File: config.mk
export PLATFORM = sky130hd
export DESIGN_NAME = load_store_unit
export DESIGN_NICKNAME = d
export VERILOG_FILES = /design/src/rtl/lsu_pkg.sv /design/src/rtl/lsu_align.sv /design/src/rtl/load_store_unit.sv
export SDC_FILE = /design/constraint.sdc
export NUM_CORES = 1
export LEC_CHECK = 0
export BUFFER_PORTS_ARGS = -buffer_cell sky130_fd_sc_hd__buf_4
export CORE_UTILIZATION = 55
export CTS_CLUSTER_DIAMETER = 80
export DETAILED_ROUTE_END_ITERATION = 16
export PLACE_DENSITY = 0.86
export SLEW_MARGIN = 20
export SYNTH_ARGS = -nofsm -noshare
export SYNTH_HDL_FRONTEND = slang
export SYNTH_SLANG_ARGS = --single-unit
File: constraint.sdc
create_clock -name clk -period 7 [get_ports clk]
set_input_delay 0.35 -clock clk [delete_from_list [all_inputs] [get_ports clk]]
set_output_delay 0.35 -clock clk [all_outputs]
set_load 0.1 [all_outputs]
File: src/rtl/lsu_pkg.sv
// rtl/lsu_pkg.sv - load/store unit shared constants, state encoding and command check
package lsu_pkg;

  localparam logic [2:0] F3_LB  = 3'd0;
  localparam logic [2:0] F3_LH  = 3'd1;
  localparam logic [2:0] F3_LW  = 3'd2;
  localparam logic [2:0] F3_LBU = 3'd4;
  localparam logic [2:0] F3_LHU = 3'd5;
  localparam logic [2:0] F3_SB  = 3'd0;
  localparam logic [2:0] F3_SH  = 3'd1;
  localparam logic [2:0] F3_SW  = 3'd2;

  typedef enum logic [1:0] {
    ST_IDLE  = 2'd0,
    ST_READ  = 2'd1,
    ST_WRITE = 2'd2,
    ST_RESP  = 2'd3
  } lsu_state_t;

  // funct3[1:0] encodes the access size for every legal code (00 byte, 01 half, 10 word)
  function automatic logic cmd_ok(input logic is_store, input logic [2:0] f3,
                                  input logic [1:0] off);
    logic legal;
    logic aligned;
    if (is_store)
      legal = (f3 == F3_SB) || (f3 == F3_SH) || (f3 == F3_SW);
    else
      legal = (f3 == F3_LB) || (f3 == F3_LH) || (f3 == F3_LW) ||
              (f3 == F3_LBU) || (f3 == F3_LHU);
    case (f3[1:0])
      2'd1:    aligned = !off[0];
      2'd2:    aligned = (off == 2'd0);
      default: aligned = 1'b1;
    endcase
    return legal && aligned;
  endfunction

endpackage

File: src/rtl/lsu_align.sv
// rtl/lsu_align.sv - load lane extraction/extension and sub-word store merge
module lsu_align
  import lsu_pkg::*;
(
  input  logic [31:0] word,
  input  logic [1:0]  offset,
  input  logic [2:0]  funct3,
  input  logic [15:0] store_data,
  output logic [31:0] load_value,
  output logic [31:0] merged_word
);

  logic [7:0]  lane_b;
  logic [15:0] lane_h;

  always_comb begin
    lane_b = word[{offset, 3'b000} +: 8];
    lane_h = offset[1] ? word[31:16] : word[15:0];

    case (funct3)
      F3_LB:   load_value = {{24{lane_b[7]}}, lane_b};
      F3_LH:   load_value = {{16{lane_h[15]}}, lane_h};
      F3_LBU:  load_value = {24'd0, lane_b};
      F3_LHU:  load_value = {16'd0, lane_h};
      default: load_value = word;
    endcase

    merged_word = word;
    case (funct3)
      F3_SB: merged_word[{offset, 3'b000} +: 8] = store_data[7:0];
      F3_SH: begin
        if (offset[1])
          merged_word[31:16] = store_data;
        else
          merged_word[15:0] = store_data;
      end
      default: merged_word = word;
    endcase
  end

endmodule

File: src/rtl/load_store_unit.sv
// rtl/load_store_unit.sv - multicycle load/store FSM with read-modify-write sub-word stores
module load_store_unit
  import lsu_pkg::*;
#(
  parameter int ADDR_WIDTH = 32
) (
  input  logic                  clk,
  input  logic                  rst,
  input  logic                  start,
  input  logic                  is_store,
  input  logic [2:0]            funct3,
  input  logic [ADDR_WIDTH-1:0] addr,
  input  logic [31:0]           store_data,
  output logic                  busy,
  output logic                  done,
  output logic                  fault,
  output logic [31:0]           load_data,
  output logic                  mem_req,
  output logic                  mem_we,
  output logic [ADDR_WIDTH-1:0] mem_addr,
  output logic [31:0]           mem_wdata,
  input  logic [31:0]           mem_rdata,
  input  logic                  mem_ack
);

  lsu_state_t  state;
  logic        cmd_store;
  logic [2:0]  cmd_funct3;
  logic [1:0]  cmd_off;
  logic [15:0] cmd_data;
  logic [31:0] align_load;
  logic [31:0] align_merged;

  lsu_align u_align (
    .word        (mem_rdata),
    .offset      (cmd_off),
    .funct3      (cmd_funct3),
    .store_data  (cmd_data),
    .load_value  (align_load),
    .merged_word (align_merged)
  );

  always_ff @(posedge clk or posedge rst) begin
    if (rst) begin
      state      <= ST_IDLE;
      busy       <= 1'b0;
      done       <= 1'b0;
      fault      <= 1'b0;
      load_data  <= 32'd0;
      mem_req    <= 1'b0;
      mem_we     <= 1'b0;
      mem_addr   <= '0;
      mem_wdata  <= 32'd0;
      cmd_store  <= 1'b0;
      cmd_funct3 <= 3'd0;
      cmd_off    <= 2'd0;
      cmd_data   <= 16'd0;
    end else begin
      done  <= 1'b0;
      fault <= 1'b0;
      case (state)
        ST_IDLE: begin
          if (start) begin
            cmd_store  <= is_store;
            cmd_funct3 <= funct3;
            cmd_off    <= addr[1:0];
            cmd_data   <= store_data[15:0];
            busy       <= 1'b1;
            if (!cmd_ok(is_store, funct3, addr[1:0])) begin
              state <= ST_RESP;
              done  <= 1'b1;
              fault <= 1'b1;
            end else begin
              mem_addr <= {addr[ADDR_WIDTH-1:2], 2'b00};
              mem_req  <= 1'b1;
              if (is_store && funct3 == F3_SW) begin
                state     <= ST_WRITE;
                mem_we    <= 1'b1;
                mem_wdata <= store_data;
              end else begin
                state  <= ST_READ;
                mem_we <= 1'b0;
              end
            end
          end
        end
        // mem_req stays high across the read-to-write hop of an RMW
        ST_READ: begin
          if (mem_ack) begin
            if (cmd_store) begin
              state     <= ST_WRITE;
              mem_we    <= 1'b1;
              mem_wdata <= align_merged;
            end else begin
              state     <= ST_RESP;
              mem_req   <= 1'b0;
              load_data <= align_load;
              done      <= 1'b1;
            end
          end
        end
        ST_WRITE: begin
          if (mem_ack) begin
            state   <= ST_RESP;
            mem_req <= 1'b0;
            mem_we  <= 1'b0;
            done    <= 1'b1;
          end
        end
        ST_RESP: begin
          state <= ST_IDLE;
          busy  <= 1'b0;
        end
        default: state <= ST_IDLE;
      endcase
    end
  end

endmodule

==> reports/qor.yml <==
placed_design:
  place_hpwl_um: 13940
  gp_congestion: 0.8992
  portBuffers: 202
  place_ws_ps: 3525
clock_tree:
  cts-root-buf: "clkbuf_16"
  clkTransAtPathRegs_ps: 60
  postCtsSetupBuffers: 0
  cts_htree_levels: 4
  cts_tree: "yes"
  clk_latency_ps: 410
  cts_buffers: 17
  cts_buffer_depth: 2
  holdBufCountCts: 1
  post_cts_resized: 0
  cts.sinks: 123
floorplan:
  initial_core_util: 0.5710
  coreArea_um2: 10980
  die_h_um: 108.8
  dieArea_um2: 11830
  die_x_um: 108.8
  fp-row-count: 38
  pin_count: 205
worst_setup_path:
  criticalPathCategory: "reg2reg"
  critPathRequiredTime_ps: 7250
  r2r_cells: 8
  end_kind: "flop"
  cpPeakStageDelay_ps: 800
  crit_chain: "inv_1 > ha_1 > buf_4 > inv_1 > nor2_1 > nand2_1 > a21oi_2 > a21oi_1"
  path_common_cell: "inv_1"
  cpMaxStageDelayCell: "a21oi_2"
  critical_path.max_fanout: 29
  cp.arrival_ps: 3810
  startpoint_type: "flop"
layout:
  most-common-layout-cells: "206 x buf_4, 123 x dfrtp_1, 77 x mux2_2"
  area_growth_pct: 34.48
  drive_gt1_frac: 0.4185
  fin_util: 0.7678
  antennaDiodeCount: 0
  layout_commonest_cell: "buf_4"
  final_nets: 896
sta:
  min_period_over_period: 0.5093
  period_needed_ps: 3565
  slew-limit-headroom: 0.3232
  final.setup.worst_slack_ps: 3435
  hold_violations: 0
  fin_tns_setup_ps: 0
  worst_pin_slew_ps: 1015
  rsz0062_at_grt: "no"
  fin_worst_skew_ps: 7.263
  maxSlewViolCount: 0
  setup_viol: 0
  hold_ws_ps: 167.5
  max_freq_ghz: 0.2805
yosys:
  ys_ff_latch: 123
  synth_ff_type: "dfrtp_1"
  synth_edf_count: 0
  syn_area_per_cell_um2: 10.70
  yosysSeqAreaShare: 0.4908
  ys_types: 49
  ys_async_sr_fraction: 1.000
  synth_cells: 586
  netlist_area_um2: 6271
  yosysWarnings: 0
routing:
  via_count: 5713
  wl_per_cell_um: 21.27
  vias_per_cell: 6.136
  ant_nets: 0
  routed_wl_um: 19800
  dr.pass1.iters: 7
  drt_iter0_drc: 453
  drcViolationCount: 0
global_route:
  gr-total-overflow: 0
  grt_max_degree: 84
  antenna_found_initial: 0
  grt_pass1_vias: 5806
  grt_pass1_wl_um: 30530
  grt_use_total: 0.3482
min_path:
  worstHoldPathType: "in2reg"
  whs_path_depth: 2
job:
  drv_cap: 0
run_status:
  status: "finished clean"
path summary, 6_finish.rpt:
| check | endpoint | startpoint | slack, ps |
|---|---|---|---|
| min in group asynchronous | mem_addr[12] | rst | 560 |
| worst max register to register | load_data[25] | state[1] | 3440 |
| worst min-delay path | mem_addr[15] | addr[15] | 170 |
| worst min register to register | load_data[3] | load_data[3] | 500 |
| worst max-delay path | load_data[25] | state[1] | 3440 |
| max in group asynchronous | load_data[16] | rst | 5330 |
metal layers:
metal / track usage / up-vias / wire (um)
met2: 0.5615 / 378 / 9397
met4: 0.1815 / 0 / 867
met5: 0 / - / 0
li1: - / 2498 / -
met1: 0.4195 / 2766 / 7421
met3: 0.1082 / 71 / 2112
synth_stat cells, drive strengths merged, types with 3 or more instances:
library cell  instances  area, um2
a21oi                43      219.0
a221o                 6      60.06
a222oi               16      160.2
a22o                  5      43.79
a22oi                 3      22.52
a31oi                 7      43.79
and2                  3      18.77
buf                  21      126.4
clkbuf               13      50.04
dfrtp               123       3078
ha                   12      150.1
inv                  30      112.6
mux2                 77      867.1
mux2i                26      260.3
nand2                69      259.0
nand2b                3      18.77
nand3                 8      45.04
nor2                 40      157.6
nor2b                 3      26.27
nor3                  3      20.02
o21ai                33      165.1
o221ai                8      70.07
o31ai                 7      52.55
or2                   7      43.79
state kept, by name, summed over array words and instances (netlist names):
| register | cells |
|---|---|
| busy | 1 |
| cmd_data | 16 |
| cmd_funct3 | 3 |
| cmd_off | 2 |
| cmd_store | 1 |
| done | 1 |
| fault | 1 |
| load_data | 32 |
| mem_addr | 30 |
| mem_req | 1 |
| mem_wdata | 32 |
| mem_we | 1 |
| state | 2 |
layout make-up:
class | instances | area (um2)
well taps | 140 | 175.2
repair buffers | 208 | 1568
fillers | 721 | 2550
clock inverters | 9 | 122.6
clock buffers | 21 | 450.4
multi-input cells | 400 | 2924
inverters | 30 | 115.1
flip-flops and latches | 123 | 3078
cell families after synthesis:
family,Yosys count,synth area share
flip-flops,123,0.4908
buffers and inverters,64,0.04609
multiplexers,103,0.1798
other,1,0.0005980
AND/OR/NAND/NOR,144,0.1043
AO/OA/AOI/OAI,139,0.1544
adder cells (fa/ha/maj),12,0.02394
worst max-delay path: cells and delay by family, from the launching register on:
family / cells / cell delay [ps]
and+or+nand+nor: 2 / 1010
AOI/OAI and AO/OA: 2 / 950
buffers and inverters: 3 / 880
DFF: 1 / 410
adders and majority gates: 1 / 140
through the flow:
| stage | std cells | instance area, um2 |
|---|---|---|
| 6_report | 931 | 8433 |
| 5_1_grt | 931 | 8433 |
| 4_1_cts | 931 | 8427 |
| 3_5_place_dp | 900 | 7844 |
| 3_3_place_gp | 900 | 7844 |
| 2_1_floorplan | 587 | 6275 |
Power is left out: the tool's default activity adds up to more than one toggle a clock period on the data nets, which glitch-free logic cannot reach.
